<file path="config.mk">
export PLATFORM = sky130hd
export DESIGN_NAME = alu_seq
export DESIGN_NICKNAME = d
export VERILOG_FILES = /design/src/rtl/alu_pkg.sv /design/src/rtl/alu_mul_iter.sv /design/src/rtl/alu_seq.sv
export SDC_FILE = /design/constraint.sdc
export NUM_CORES = 1
export LEC_CHECK = 0
export BUFFER_PORTS_ARGS = -buffer_cell sky130_fd_sc_hd__buf_2
export CAP_MARGIN = 20
export CORE_MARGIN = 2
export CORE_UTILIZATION = 36
export CTS_BUF_LIST = sky130_fd_sc_hd__clkbuf_4
export DETAILED_ROUTE_END_ITERATION = 16
export SLEW_MARGIN = 25
export SYNTH_ARGS = -nofsm -noshare
export SYNTH_HDL_FRONTEND = slang
export SYNTH_SLANG_ARGS = --single-unit
</file>
<file path="constraint.sdc">
create_clock -name CLK -period 8.5 [get_ports CLK]
set_input_delay 2.125 -clock CLK [delete_from_list [all_inputs] [get_ports CLK]]
set_output_delay 2.125 -clock CLK [all_outputs]
set_load 0.01 [all_outputs]
</file>
<file path="src/rtl/alu_pkg.sv">
// rtl/alu_pkg.sv - opcodes, FSM state encoding and status-word flag indices for alu_seq
package alu_pkg;

  localparam logic [3:0] OP_AND  = 4'd0;
  localparam logic [3:0] OP_OR   = 4'd1;
  localparam logic [3:0] OP_XOR  = 4'd2;
  localparam logic [3:0] OP_XNOR = 4'd3;
  localparam logic [3:0] OP_ADD  = 4'd4;
  localparam logic [3:0] OP_SUB  = 4'd5;
  localparam logic [3:0] OP_SLT  = 4'd6;
  localparam logic [3:0] OP_SLTU = 4'd7;
  localparam logic [3:0] OP_SLL  = 4'd8;
  localparam logic [3:0] OP_SRL  = 4'd9;
  localparam logic [3:0] OP_SRA  = 4'd10;
  localparam logic [3:0] OP_MUL  = 4'd11;

  typedef enum logic [1:0] {
    IDLE = 2'd0,
    EXEC = 2'd1,
    DONE = 2'd2
  } state_t;

  // Bit positions in the status word consumed by the display driver
  localparam int FLAG_ZF = 0;
  localparam int FLAG_OF = 1;
  localparam int FLAG_CF = 2;
  localparam int FLAG_W  = 3;

endpackage

</file>
<file path="src/rtl/alu_mul_iter.sv">
// rtl/alu_mul_iter.sv - iterative shift-add unsigned multiplier, one partial product per cycle
module alu_mul_iter #(
  parameter int WIDTH = 32
) (
  input  logic               clk,
  input  logic               rst,
  input  logic               start,
  input  logic [WIDTH-1:0]   a,
  input  logic [WIDTH-1:0]   b,
  output logic               done,
  output logic [2*WIDTH-1:0] product
);

  localparam int CW = $clog2(WIDTH);
  localparam logic [CW-1:0] LAST = CW'(WIDTH - 1);

  logic               active;
  logic [CW-1:0]      count;
  logic [2*WIDTH-1:0] acc;
  logic [2*WIDTH-1:0] mcand;
  logic [WIDTH-1:0]   mplier;

  // product is the accumulator value after this edge, so the caller can
  // register the final result on the same edge that done is high
  always_comb begin
    product = mplier[0] ? acc + mcand : acc;
    done    = active && (count == LAST);
  end

  always_ff @(posedge clk or posedge rst) begin
    if (rst) begin
      active <= 1'b0;
      count  <= '0;
      acc    <= '0;
      mcand  <= '0;
      mplier <= '0;
    end else if (start) begin
      active <= 1'b1;
      count  <= '0;
      acc    <= '0;
      mcand  <= {{WIDTH{1'b0}}, a};
      mplier <= b;
    end else if (active) begin
      acc    <= product;
      mcand  <= mcand << 1;
      mplier <= mplier >> 1;
      count  <= count + 1'b1;
      if (done) active <= 1'b0;
    end
  end

endmodule

</file>
<file path="src/rtl/alu_seq.sv">
// rtl/alu_seq.sv - handshaked ALU with registered result/flags and an iterative multiply
module alu_seq
  import alu_pkg::*;
#(
  parameter int WIDTH = 32
) (
  input  logic             CLK,
  input  logic             RST,
  input  logic             in_valid,
  output logic             in_ready,
  input  logic [WIDTH-1:0] A,
  input  logic [WIDTH-1:0] B,
  input  logic [3:0]       ALU_OP,
  output logic             out_valid,
  input  logic             out_ready,
  output logic [WIDTH-1:0] F,
  output logic             ZF,
  output logic             OF,
  output logic             CF,
  output logic             busy
);

  localparam int SH_W = $clog2(WIDTH);

  state_t               state, state_nxt;
  logic                 accept, is_mul, mul_start, mul_done;
  logic [2*WIDTH-1:0]   product;
  logic [WIDTH-1:0]     res;
  logic                 res_of, res_cf;
  logic [WIDTH:0]       sum, diff;
  logic [SH_W-1:0]      sh;
  logic [FLAG_W-1:0]    flags;

  always_comb begin
    res    = '0;
    res_of = 1'b0;
    res_cf = 1'b0;
    sum    = {1'b0, A} + {1'b0, B};
    diff   = {1'b0, A} - {1'b0, B};
    sh     = A[SH_W-1:0];
    case (ALU_OP)
      OP_AND:  res = A & B;
      OP_OR:   res = A | B;
      OP_XOR:  res = A ^ B;
      OP_XNOR: res = ~(A ^ B);
      OP_ADD: begin
        res    = sum[WIDTH-1:0];
        res_cf = sum[WIDTH];
        res_of = (A[WIDTH-1] == B[WIDTH-1]) && (sum[WIDTH-1] != A[WIDTH-1]);
      end
      OP_SUB: begin
        res    = diff[WIDTH-1:0];
        res_cf = diff[WIDTH];
        res_of = (A[WIDTH-1] != B[WIDTH-1]) && (diff[WIDTH-1] != A[WIDTH-1]);
      end
      OP_SLT:  res = {{(WIDTH-1){1'b0}}, $signed(A) < $signed(B)};
      OP_SLTU: res = {{(WIDTH-1){1'b0}}, A < B};
      OP_SLL:  res = B << sh;
      OP_SRL:  res = B >> sh;
      OP_SRA:  res = $signed(B) >>> sh;
      default: res = '0;
    endcase
  end

  always_comb begin
    state_nxt = state;
    in_ready  = 1'b0;
    out_valid = 1'b0;
    busy      = 1'b0;
    case (state)
      IDLE:    in_ready = 1'b1;
      EXEC:    busy = 1'b1;
      DONE: begin
        out_valid = 1'b1;
        in_ready  = out_ready;
      end
      default: in_ready = 1'b0;
    endcase
    is_mul    = (ALU_OP == OP_MUL);
    accept    = in_valid && in_ready;
    mul_start = accept && is_mul;
    if (accept) begin
      state_nxt = is_mul ? EXEC : DONE;
    end else if (state == EXEC && mul_done) begin
      state_nxt = DONE;
    end else if (state == DONE && out_ready) begin
      state_nxt = IDLE;
    end
  end

  always_ff @(posedge CLK or posedge RST) begin
    if (RST) state <= IDLE;
    else     state <= state_nxt;
  end

  always_ff @(posedge CLK or posedge RST) begin
    if (RST) begin
      F     <= '0;
      flags <= '0;
    end else if (accept && !is_mul) begin
      F              <= res;
      flags[FLAG_ZF] <= (res == '0);
      flags[FLAG_OF] <= res_of;
      flags[FLAG_CF] <= res_cf;
    end else if (mul_done) begin
      F              <= product[WIDTH-1:0];
      flags[FLAG_ZF] <= (product[WIDTH-1:0] == '0);
      flags[FLAG_OF] <= |product[2*WIDTH-1:WIDTH];
      flags[FLAG_CF] <= 1'b0;
    end
  end

  assign ZF = flags[FLAG_ZF];
  assign OF = flags[FLAG_OF];
  assign CF = flags[FLAG_CF];

  alu_mul_iter #(.WIDTH(WIDTH)) u_mul (
    .clk     (CLK),
    .rst     (RST),
    .start   (mul_start),
    .a       (A),
    .b       (B),
    .done    (mul_done),
    .product (product)
  );

endmodule

</file>
* Word level (Yosys, flattened, before mapping) *
Cells that the tools add are included.
Widths: inputs -> output; s select.

storage, ports and cells
  bits of input ports = 72
  memories kept = 0
  register bits = 203
  bits in latches = 0
  memory bits (writable) = 0
  output and inout bits = 38
  logic and storage cells = 82
  memory bits (read-only) = 0

operators by class
  shifts and indexed selects = 3
  reduce and logical (&&, ||, !) cells = 17
  add/subtract/negate cells = 4
  magnitude comparators = 2
  multiply operators = 0
  multiplexer cells = 26
  bitwise gates (word level) = 4
  equal/unequal tests = 18
  div/mod/pow operators = 0

operator list
  cell                count
  $pmux 32 s11        1
  $mux 64             5
  $mux 32             4
  $add 64x64->64      1
  $logic_not 32->1    2
  $lt 32x32->1        2
  $add 32x32->33      1
  $sub 32x32->33      1
  $and 32x32->32      1
  $not 32->32         1
  $or 32x32->32       1
  $reduce_or 32->1    1
  $shl 32x5->32       1
  $shr 32x5->32       1
  $sshr 32x5->32      1
  $xor 32x32->32      1
  $eq 4x3->1 const B  4
  $eq 4x4->1 const B  4
  $mux 5              2
  $eq 4x2->1 const B  2
  $logic_and 1x1->1   8
  $mux 2              4
  $mux 3              2
  $pmux 1 s2          3
  other kinds (13)    20

* Depth between registers and ports, before layout *
  depth after elaboration = 5
  mapped depth = 21
  gate-level depth less buffers = 16

* Cells and area by module *
From an unflattened synthesis, not the netlist that was laid out.

unflattened totals
  cell total of the unflattened synthesis = 3021
  area, all modules = 24194.5 sq um

modules (own cells, without submodules)
  module        area an instance (sq um)  sequential area each (sq um)  cells each  times used
  alu_seq       12365.6                   925.9                         1678        1
  alu_mul_iter  11828.8                   4154.0                        1343        1

* Worst setup path before layout *
No wires, ideal clock.

  kind = input to register
  start = in A[0]
  end = reg flags[0]
  path buffers = 5
  data required time = 8.434 ns
  stages = 21
  setup time = 0.066 ns
  arrival time = 5.952 ns
  path slack = 2.482 ns
  cells stage by stage = buf_6 > buf_8 > buf_6 > buf_2 > buf_2 > inv_1 > ha_1 > inv_1 > fa_1 > nor2b_1 > o21ai_0 > a211o_1 > a21oi_1 > a31oi_1 > o221ai_1 > a211oi_1 > o21a_1 > o22a_1 > o22ai_1 > nor4_1 > a31o_1

on the way
  longest elaborated chain between the ends = 5
  elaborated cells between the ends (all ways) = 14
  those cells by class = add/sub: 2; order compare: 2; shift: 3; mux: 2; bitwise: 4; reduce/logical: 1

ends and longest elaborated chain
  element                                                 RTL line        RTL
  start, declared                                         alu_seq.sv:11   input logic [WIDTH-1:0] A,
  branches (longest 2 deep; another with $sub 32x32->33)  n/a
  $pmux 32 s11 (*)                                        alu_seq.sv:41   case (ALU_OP)
  $logic_not 32->1 (*)                                    alu_seq.sv:102  flags[FLAG_ZF] <= (res == '0);
  $mux 3 (*)                                              alu_seq.sv:100  end else if (accept && !is_mul) begin
  end signal, assigned by index                           alu_seq.sv:102
  end signal, assigned by index                           alu_seq.sv:103  flags[FLAG_OF] <= res_of;
  end signal, assigned by index                           alu_seq.sv:104  flags[FLAG_CF] <= res_cf;
  end, declared                                           alu_seq.sv:32   logic [FLAG_W-1:0] flags;

Every way passes the cells marked *.
A chain may end at the register's enable or synchronous reset.

* Worst setup path after layout *
Ends and elaborated chain as after synthesis.

==> results by group <==
Die
  – Core area: 0.06458 mm2
  – Ports: 110
  – Die width: about 260 um
  – Initial Util: about 36%
  – Die height: between 200 and 300 um
  – FP Rows: just over 90
  – Total Die Area: approximately 0.067 mm2

Worst hold path
  – Hold depth: 1
  – Hold Path Class: reg -> reg
  – HP Start: u_mul.mplier[31]
  – Hold Crit Endpoint: u_mul.mplier[31]

Clock tree
  – Resized Gates After CTS: 0
  – Clock latency on the worst-skew pair: approximately 0.84 ns
  – Root Buffer: clkbuf_4
  – Sink Count: between 200 and 250
  – Post-CTS setup buffers: 0
  – TritonCTS clock tree: yes
  – Number of H-tree levels: 2
  – Hold Buf Count CTS: 0
  – Clock Pin Slew Worst Setup and Hold Paths: 0.06 ns
  – Cts bufs inserted: between 50 and 60
  – Clock tree buffer depth: 3

Critical path
  – CP arrival: between 7 and 8 ns
  – R2r endpoint: flags[1]
  – Critical Path RT: ~9 ns
  – Worst R2R Path Depth: 13
  – Flop2flop setup slack: between 3 and 4 ns
  – Setup crit start kind: primary input
  – Kind of critical path: in -> reg
  – R2R Path Start: u_mul.mcand[3]
  – Crit Path Max Fanout: between 40 and 50
  – Critical Path End Type: flop

Detailed routing
  – Average wire per standard cell: approximately 25 um
  – Via count: 24241
  – WL met3: 7360 um
  – Iter 0 DRT Violations: roughly 2700
  – DR WL met2: between 40000 and 50000 um
  – WL met1: between 40000 and 50000 um
  – Top Metal Used: met5
  – First-pass DRT Iterations: 8
  – Antenna-violating nets left: 0
  – Post-Route WL: roughly 100000 um
  – Vias per cell: around 6
  – # DRC: 0

Status
  – Status: finished clean

Synthesis
  – Post-synth EDFFs: 0
  – Avg Cell Area, Syn: around 7.7 um2
  – Syn Inst Count: roughly 3100
  – Top-area cell type share of the netlist area: 21.58%
  – Most numerous cell in the Yosys netlist: nand2_1
  – Synth area leaders: dfrtp_1 22%, mux2i_1 9.1%, ha_1 8.8%
  – Seq cells post-synth: 203
  – YS warnings: 0
  – Mapped Nets: around 3300
  – Yosys top cell by area: dfrtp_1
  – Netlist cell types: 94
  – FFs w/ async S/R, synth: 100.0%
  – Synth top cells by count: 338 x nand2_1, 333 x nor2_1, 246 x a21oi_1
  – Post-synth top flop: dfrtp_1
  – Netlist Area Pre-Place: 0.02355 mm2
  – Sequential share of the synthesized area: 21.58%

Global routing
  – Total Routing Usage GR: about 29%
  – Aggregate global routing overflow: 0
  – First-pass GRT wire length: roughly 150000 um
  – Antenna violations before repair: 5
  – Vias in the first global route: between 20000 and 25000
  – Largest net degree at the start of global routing: between 200 and 250

STA
  – Setup-failing EPs final: 0
  – Hold Fails Final Rpt: 0
  – Least-Margin Pin Slew: 1.039 ns
  – Clock skew: just over 0.06 ns
  – Fin crit share: between 70% and 80%
  – Tmin final: 6.235 ns
  – Worst setup margin: between 2 and 2.5 ns
  – Slew Limit Headroom: a little under a third
  – Fin Setup TNS: 0 ns
  – Fmax: between 0.15 and 0.2 GHz
  – RSZ-0062 raised after global routing: no
  – Slew Limit Fails: 0

Power
  – Peak VDD IR: ~0.14 mV
  – Total Power: a little under 9000 uW
  – LEAKAGE: around 0.011 uW
  – Power per cell area: between 300 and 400 mW/mm2

Place
  – Detailed Place HPWL: between 70000 and 80000 um
  – Dpl cell area: around 0.024 mm2
  – Routability cong.: 1.018
  – Number of port buffers: 109
  – Worst slack, placed: about 1.5 ns

Layout
  – Area Growth Syn to Fin: 7.371%
  – Cell area after layout: ~0.025 mm2
  – Nets: 3270
  – Layout cell share with drive strength beyond 1: about 11%

Flow run
  – Max_cap viols: 0
## final cells by class
| cell class | count | area, um2 |
|---|---|---|
| sequential | 203 | 5085 |
| antenna | 5 | 12.51 |
| timing repair buffer | 142 | 832.0 |
| clock buffer | 85 | 638.1 |
| multi-input combinational | 2502 | 17070 |
| clock inverter | 22 | 108.9 |
| tap | 855 | 1070 |
| inverter | 121 | 461.7 |
| fill | 6897 | 39300 |
## worst max path at each step
stage / slack, ns / cells after the start / start / to
floorplan: 0.84 / 1 / RST / F[0]
global placement: 1.63 / 17 / A[0] / flags[0]
detailed placement: 1.52 / 17 / A[0] / flags[0]
CTS: 2.43 / 17 / A[0] / flags[0]
global route: 1.98 / 17 / A[0] / flags[0]
finish: 2.26 / 17 / A[0] / flags[0]
## per-layer routing
metal | up-vias | global-route usage, %
met5 | - | 0
met4 | 4 | 14.75
met3 | 233 | 4.444
met2 | 1107 | 44.76
met1 | 11647 | 38.46
li1 | 11250 | -
## sequential cells by signal, indices dropped and copies added (netlist names)
name          cells
u_mul.active      1
flags             3
u_mul.count       5
state             2
F                32
u_mul.acc        64
u_mul.mplier     32
u_mul.mcand      64
## critical path, stage by stage
cell and delay (ns):
buf_4 0.51, inv_1 0.20, ha_1 0.32, inv_1 0.13, fa_1 0.20, nor2b_1 0.19, o21ai_0 0.21, a211o_1 0.32
a21oi_1 0.51, a31oi_1 0.27, o221ai_1 0.38, a211oi_1 0.23, o21a_1 0.21, a211oi_1 0.36, nand4_1 0.15, nor4_1 0.46
a31o_1 0.20
## through the flow
step           hold WS [ns]  std cells  utilization [%]
2_1_floorplan        0.4823       3052                -
4_1_cts              0.5309       3929            39.08
3_5_place_dp         0.5162       3822            37.92
3_3_place_gp         0.4866       3822            37.92
6_report             0.5224       3935            39.15
5_1_grt              0.5456       3933            39.14
## where the power goes
part	internal [uW]	switching, uW
logic	2160	3720
clock network	464	488
registers	1420	444
total	4050	4650
## cell usage in the layout (no fill, tap or decap), types with 16 or more instances in the layout
master	netlist	layout
nand2_1	338	338
nor2_1	333	332
a21oi_1	246	246
o21ai_0	236	236
mux2i_1	213	213
dfrtp_1	203	201
ha_1	166	166
inv_1	119	118
buf_2	37	108
a211oi_1	90	90
clkbuf_4	0	85
o211ai_1	66	66
nand3_1	60	60
nor3_1	59	57
nand4_1	50	50
a21o_1	43	43
xnor2_1	38	38
mux4_2	35	35
mux2_2	33	33
xor2_1	31	31
buf_4	6	31
a31oi_1	26	25
o22ai_1	23	23
nor2b_1	22	22
nand2b_1	21	21
o21a_1	20	20
nor4_1	20	20
or3_1	19	19
o21bai_1	18	18
and3_1	17	17
clkinv_1	1	17
and2_1	17	16
and4_1	16	16
## cell families after synthesis
family | synth area share [%]
compound gates | 26.47
buf+inv | 6.063
fa+ha+maj | 9.076
flops | 21.58
simple gates | 19.62
mux | 14.62
xor+xnor | 2.567
Note: power is estimated with default switching activity, not from simulation.
